$ cat src/rtl/match_judge.sv
// match_judge: collects GROUP card selections, judges whether their symbols
// match, keeps the score and sequences per-card redraw requests to the
// drawing engine over a req/ack handshake.
module match_judge #(
   parameter int unsigned NUM_CARDS = 9,
   parameter int unsigned SYM_W     = 2,
   parameter int unsigned GROUP     = 3,
   parameter int unsigned IDX_W     = 4,
   parameter int unsigned SCORE_W   = 8
) (
   input  logic                       clk,
   input  logic                       reset_n,
   input  logic [NUM_CARDS*SYM_W-1:0] symbols,
   input  logic [IDX_W-1:0]           sel_idx,
   input  logic                       sel_valid,
   output logic                       sel_ready,
   output logic                       sel_err,
   output logic [NUM_CARDS-1:0]       picked,
   output logic [NUM_CARDS-1:0]       removed,
   output logic                       result_valid,
   output logic                       result_match,
   output logic                       draw_req,
   output logic [IDX_W-1:0]           draw_idx,
   output logic                       draw_mode,
   input  logic                       draw_ack,
   output logic [SCORE_W-1:0]         score,
   output logic                       all_done
);

   localparam int unsigned CNT_W  = $clog2(GROUP + 1);
   localparam int unsigned SLOT_W = $clog2(GROUP);
   localparam int unsigned PC_W   = $clog2(NUM_CARDS + 1);

   typedef enum logic [2:0] {
      S_COLLECT = 3'd0,
      S_COMPARE = 3'd1,
      S_DRAW    = 3'd2,
      S_GAP     = 3'd3,
      S_CHECK   = 3'd4,
      S_DONE    = 3'd5
   } state_t;

   state_t               r_state;
   state_t               w_state_nxt;

   logic [CNT_W-1:0]     r_count;
   logic [SLOT_W-1:0]    r_slot;
   logic [IDX_W-1:0]     r_slot_idx [GROUP];
   logic [SYM_W-1:0]     r_slot_sym [GROUP];
   logic [NUM_CARDS-1:0] r_picked;
   logic [NUM_CARDS-1:0] r_removed;
   logic [SCORE_W-1:0]   r_score;
   logic                 r_sel_err;
   logic                 r_result_valid;
   logic                 r_result_match;
   logic                 r_draw_req;
   logic [IDX_W-1:0]     r_draw_idx;
   logic                 r_draw_mode;
   logic                 r_all_done;

   logic [NUM_CARDS-1:0] w_onehot;
   logic                 w_reject;
   logic                 w_last;
   logic [SYM_W-1:0]     w_sel_sym;
   logic                 w_match;
   logic                 w_slot_last;
   logic [SLOT_W-1:0]    w_slot_nxt;
   logic [IDX_W-1:0]     w_nxt_idx;
   logic [NUM_CARDS-1:0] w_removed_nxt;
   logic [PC_W-1:0]      w_pop;
   logic                 w_game_over;

   // Selection qualification, symbol lookup, match and end-of-game decode
   always_comb begin
      w_onehot  = NUM_CARDS'(1) << sel_idx;
      w_reject  = (32'(sel_idx) >= NUM_CARDS) || (|(w_onehot & (r_removed | r_picked)));
      w_last    = (r_count == CNT_W'(GROUP - 1));
      w_sel_sym = '0;
      for (int i = 0; i < int'(NUM_CARDS); i++) begin
         if (sel_idx == IDX_W'(i)) w_sel_sym = symbols[i*SYM_W +: SYM_W];
      end
      w_match = 1'b1;
      for (int s = 1; s < int'(GROUP); s++) begin
         if (r_slot_sym[s] != r_slot_sym[0]) w_match = 1'b0;
      end
      w_slot_last = (r_slot == SLOT_W'(GROUP - 1));
      w_slot_nxt  = r_slot + SLOT_W'(1);
      w_nxt_idx   = '0;
      for (int s = 0; s < int'(GROUP); s++) begin
         if (w_slot_nxt == SLOT_W'(s)) w_nxt_idx = r_slot_idx[s];
      end
      w_removed_nxt = r_result_match ? (r_removed | r_picked) : r_removed;
      w_pop = '0;
      for (int i = 0; i < int'(NUM_CARDS); i++) begin
         w_pop = w_pop + PC_W'(w_removed_nxt[i]);
      end
      // Fewer than GROUP cards left means no further attempt is possible
      w_game_over = (w_pop > PC_W'(NUM_CARDS - GROUP));
   end

   // State register
   always_ff @(posedge clk or negedge reset_n) begin
      if (!reset_n) r_state <= S_COLLECT;
      else          r_state <= w_state_nxt;
   end

   // Next-state decode
   always_comb begin
      w_state_nxt = r_state;
      case (r_state)
         S_COLLECT: if (sel_valid && !w_reject && w_last) w_state_nxt = S_COMPARE;
         S_COMPARE: w_state_nxt = S_DRAW;
         S_DRAW:    if (draw_ack) w_state_nxt = w_slot_last ? S_CHECK : S_GAP;
         S_GAP:     w_state_nxt = S_DRAW;
         S_CHECK:   w_state_nxt = w_game_over ? S_DONE : S_COLLECT;
         S_DONE:    w_state_nxt = S_DONE;
         default:   w_state_nxt = S_COLLECT;
      endcase
   end

   // Output decode: ready is the only combinational output
   always_comb begin
      sel_ready    = (r_state == S_COLLECT);
      sel_err      = r_sel_err;
      picked       = r_picked;
      removed      = r_removed;
      result_valid = r_result_valid;
      result_match = r_result_match;
      draw_req     = r_draw_req;
      draw_idx     = r_draw_idx;
      draw_mode    = r_draw_mode;
      score        = r_score;
      all_done     = r_all_done;
   end

   // Datapath and registered outputs, updated per state
   always_ff @(posedge clk or negedge reset_n) begin
      if (!reset_n) begin
         r_count        <= '0;
         r_slot         <= '0;
         for (int s = 0; s < int'(GROUP); s++) begin
            r_slot_idx[s] <= '0;
            r_slot_sym[s] <= '0;
         end
         r_picked       <= '0;
         r_removed      <= '0;
         r_score        <= '0;
         r_sel_err      <= 1'b0;
         r_result_valid <= 1'b0;
         r_result_match <= 1'b0;
         r_draw_req     <= 1'b0;
         r_draw_idx     <= '0;
         r_draw_mode    <= 1'b0;
         r_all_done     <= 1'b0;
      end else begin
         r_sel_err      <= 1'b0;
         r_result_valid <= 1'b0;
         case (r_state)
            S_COLLECT: begin
               if (sel_valid) begin
                  if (w_reject) begin
                     r_sel_err <= 1'b1;
                  end else begin
                     for (int s = 0; s < int'(GROUP); s++) begin
                        if (r_count == CNT_W'(s)) begin
                           r_slot_idx[s] <= sel_idx;
                           r_slot_sym[s] <= w_sel_sym;
                        end
                     end
                     r_picked <= r_picked | w_onehot;
                     r_count  <= r_count + CNT_W'(1);
                  end
               end
            end
            S_COMPARE: begin
               r_result_valid <= 1'b1;
               r_result_match <= w_match;
               if (w_match && (r_score != '1)) r_score <= r_score + SCORE_W'(1);
               r_slot      <= '0;
               r_draw_idx  <= r_slot_idx[0];
               r_draw_mode <= w_match;
               r_draw_req  <= 1'b1;
            end
            S_DRAW: begin
               if (draw_ack) r_draw_req <= 1'b0;
            end
            S_GAP: begin
               r_slot     <= w_slot_nxt;
               r_draw_idx <= w_nxt_idx;
               r_draw_req <= 1'b1;
            end
            S_CHECK: begin
               r_removed <= w_removed_nxt;
               r_picked  <= '0;
               r_count   <= '0;
               if (w_game_over) r_all_done <= 1'b1;
            end
            default: ;
         endcase
      end
   end

endmodule

$ cat config.mk
export PLATFORM = sky130hd
export DESIGN_NAME = match_judge
export DESIGN_NICKNAME = d
export VERILOG_FILES = /design/src/rtl/match_judge.sv
export SDC_FILE = /design/constraint.sdc
export NUM_CORES = 1
export LEC_CHECK = 0
export BUFFER_PORTS_ARGS = -buffer_cell sky130_fd_sc_hd__buf_2
export CAP_MARGIN = 0
export CORE_MARGIN = 3
export CORE_UTILIZATION = 45
export CTS_BUF_LIST = sky130_fd_sc_hd__clkbuf_4 sky130_fd_sc_hd__clkbuf_8
export DETAILED_ROUTE_END_ITERATION = 8
export GPL_TIMING_DRIVEN = 0
export PLACE_DENSITY = 0.67
export SYNTH_ARGS = -nofsm -noshare
export SYNTH_HDL_FRONTEND = slang
export SYNTH_SLANG_ARGS = --single-unit
$ cat constraint.sdc
create_clock -name clk -period 4.5 [get_ports clk]
set_input_delay 0.675 -clock clk [delete_from_list [all_inputs] [get_ports clk]]
set_output_delay 0.675 -clock clk [all_outputs]
set_load 0.01 [all_outputs]
==> run_results.csv <==
group,metric,value,unit
global_routing,antenna_found_initial,0,
timing,period_needed,4310,ps
final_layout,design_area,4010,um2
final_layout,fillers,637,
timing,fin_skew,6.67,ps
clock_tree,clkTransAtPathRegs,70,ps
yosys,avgSynthCellArea,11.5,um2
floorplan,start_util,0.477,
final_layout,multi_input_area,1680,um2
floorplan,placementRows,30,
timing,finalCritPeriodShare,0.958,
yosys,ys.flop_type,"dfrtp_1",
global_routing,grt_pass1_wl,12500,um
drt,drtAntennaViolNets,0,
timing,relSlewSlack,0.492,
clock_tree,cts_made_buffers,9,
pwr,ir_drop,0.333,mV
timing,finalSetupViolCount,0,
placement,hpwl,5390,um
final_layout,utilization,0.575,
worst_setup_path,path_max_fanout,13,
worst_setup_path,arrival,4550,ps
worst_setup_path,crit_path_end_kind,"flip-flop",
drt,wire_per_inst,15.7,um
pwr,power.leakage,2.13,nW
clock_tree,clkSinkCount,60,
placement,placed_cell_area,3760,um2
placement,place_ws,92.3,ps
yosys,synth-seq-cells,60,
global_routing,grt_overflow,0,
drt,drtPass1Iterations,5,
yosys,ys_warn_count,0,
yosys,synth_edf_count,0,
timing,tns,0,ps
floorplan,coreArea,6980,um2
drt,via_per_inst,5.36,
timing,fin_ws,188,ps
timing,maxSlewViolCount,0,
timing,timing.fmax,0.232,GHz
drt,drc_errors,0,
drt,num_vias,2480,
final_layout,nNetsFinal,403,
clock_tree,root_buffer,"clkbuf_8",
drt,drtIter0Drc,109,
timing,report.final.hold_viol_count,0,
yosys,syn_inst,290,
drt,wirelength,7280,um
global_routing,track_usage,0.186,
min_path,hold_path_class,"primary input to asynchronous set/reset pin",
yosys,seq_area_frac_synth,0.451,
final_layout,drive_gt1_frac,0.327,
flow_run,cap_violations,0,
floorplan,dieArea,8460,um2
pwr,cellPowerDensity,583,nW/um2
placement,io_buffers,62,
yosys,syn-num-nets,331,
global_routing,grt_max_degree,61,
final_layout,synthToLayoutAreaGrowth,20.5,%
worst_setup_path,worst-endpoint-required,4740,ps
timing,grt_setup_unrepaired,"no",
floorplan,dieHeight,92,um
worst_setup_path,worstRegToRegCells,14,
outcome,status,"completed",
clock_tree,clock_latency,340,ps
worst_setup_path,worst-setup-path-type,"flip-flop to flip-flop",
clock_tree,cts_tree,"done",
final_layout,regArea,1500,um2
clock_tree,ctsHtreeMaxLevel,3,
pwr,total_power,2.34,mW
final_layout,diodes,0,
timing,worstMarginPinSlew,762,ps
floorplan,die_x,92,um
yosys,synthesis.area,3330,um2
clock_tree,cts_resized,0,
floorplan,design.portCount,63,
clock_tree,cts_max_path_buffers,2,
placement,place_congestion,0.796,
worst_setup_path,critPathLaunchType,"flip-flop",
yosys,async_reset_ff_frac,1.00,
global_routing,grt_pass1_vias,2523,
yosys,synthDistinctLibCells,55,
[registers in the layout, indices dropped and copies added, names as in the netlist]
register and flops:
score 8, r_slot_sym 6, draw_req 1, r_count 2
r_slot 2, result_valid 1, r_slot_idx 12, picked 9
r_state 3, draw_mode 1, all_done 1, draw_idx 4
removed 9, sel_err 1
[logic make-up after synthesis]
| logic type | after synthesis | synth area share |
|---|---|---|
| XOR/XNOR | 7 | 0.0184 |
| AND/OR/NAND/NOR | 85 | 0.150 |
| buffers and inverters | 28 | 0.0451 |
| adder cells (fa/ha/maj) | 15 | 0.0677 |
| multiplexers | 29 | 0.120 |
| AO/OA/AOI/OAI | 66 | 0.148 |
| flip-flops | 60 | 0.451 |
[worst max-delay path: stages (launching register included)]
cell	delay, ps
dfrtp_1	550
a21o_1	270
fa_1	560
inv_1	60
fa_1	460
fa_1	490
inv_1	50
fa_1	380
inv_1	80
fa_1	400
nor2b_1	170
a221o_1	170
a22oi_1	110
nor2b_1	160
a221oi_1	280
[synth_stat cells, drive strengths merged (2+ instances only)]
library cell	count	area, um2
dfrtp	60	1500
nand2	24	92.6
mux2	22	315
a21o	14	105
o21ai	13	65.1
inv	12	45.0
buf	10	82.6
ha	10	125
and3	9	56.3
nor2	9	33.8
a21oi	8	40.0
a32o	8	80.1
nand2b	7	43.8
nand4	7	43.8
clkbuf	6	22.5
mux2i	6	60.1
nor3	6	40.0
fa	5	100
nor2b	5	33.8
xnor2	5	43.8
a22oi	4	30.0
or2	4	25.0
and3b	3	26.3
a221oi	2	17.5
and2	2	12.5
and2b	2	15.0
nor4	2	42.5
o211a	2	27.5
o221ai	2	17.5
o22ai	2	12.5
o31ai	2	15.0
o32ai	2	17.5
xor2	2	17.5
[placed cells by master, fill, tap and decap left out, types with 3 or more instances in the layout]
master	instances
clkbuf_8	11
a21oi_1	8
nand2_1	23
nand4_1	7
mux2i_1	6
o21ai_0	13
nand2b_1	7
nor3_1	4
a32o_1	8
bufinv_16	3
nor2b_1	4
dfrtp_1	60
fa_1	5
buf_6	4
clkbuf_1	5
buf_2	64
or2_2	3
ha_1	10
mux2_4	18
inv_1	12
and3_1	9
a22oi_1	4
buf_4	4
a21o_1	14
and3b_1	3
xnor2_1	5
nor2_1	9
[worst paths after layout]
check                               start          to  slack [ps]
worst max register to register  draw_mode  r_state[0]         190
min in group clk                 all_done    all_done         470
worst max-delay path            draw_mode  r_state[0]         190
worst min-delay path              reset_n    score[5]         390
worst min register to register   all_done    all_done         470
max in group asynchronous         reset_n   picked[4]        3590
[through the flow]
| step | cells | hold WS, ps |
|---|---|---|
| after CTS | 464 | 482 |
| after global routing | 463 | 455 |
| final | 463 | 394 |
| after floorplan | 290 | 379 |
| after global placement | 448 | 456 |
| after detailed placement | 448 | 456 |
[per-layer routing]
layer,part of all wire,GRT usage
met2,0.49,0.305
met5,0,0
met1,0.46,0.245
met4,0.0054,0.0408
met3,0.044,0.0533
[cell type report]
type | instances | share of cell area
flip-flops and latches | 60 | 0.374
clock inverters | 4 | 0.0237
repair buffers | 62 | 0.0780
inverters | 12 | 0.0112
multi-input cells | 202 | 0.418
well taps | 96 | 0.0299
plain buffers | 15 | 0.0253
clock buffers | 12 | 0.0396
[power by group]
group | internal [mW] | leakage [nW] | switching (mW) | total [mW]
sequential | 0.707 | 0.786 | 0.172 | 0.879
clock | 0.403 | 0.130 | 0.208 | 0.611
combinational | 0.419 | 1.21 | 0.428 | 0.847
[what timing repair did]
action / CTS / global route
hold buffers: 0 / 0
setup endpoints to repair: 0 / 2
setup buffers: 0 / 0
Power figures use the tool's default switching activity.
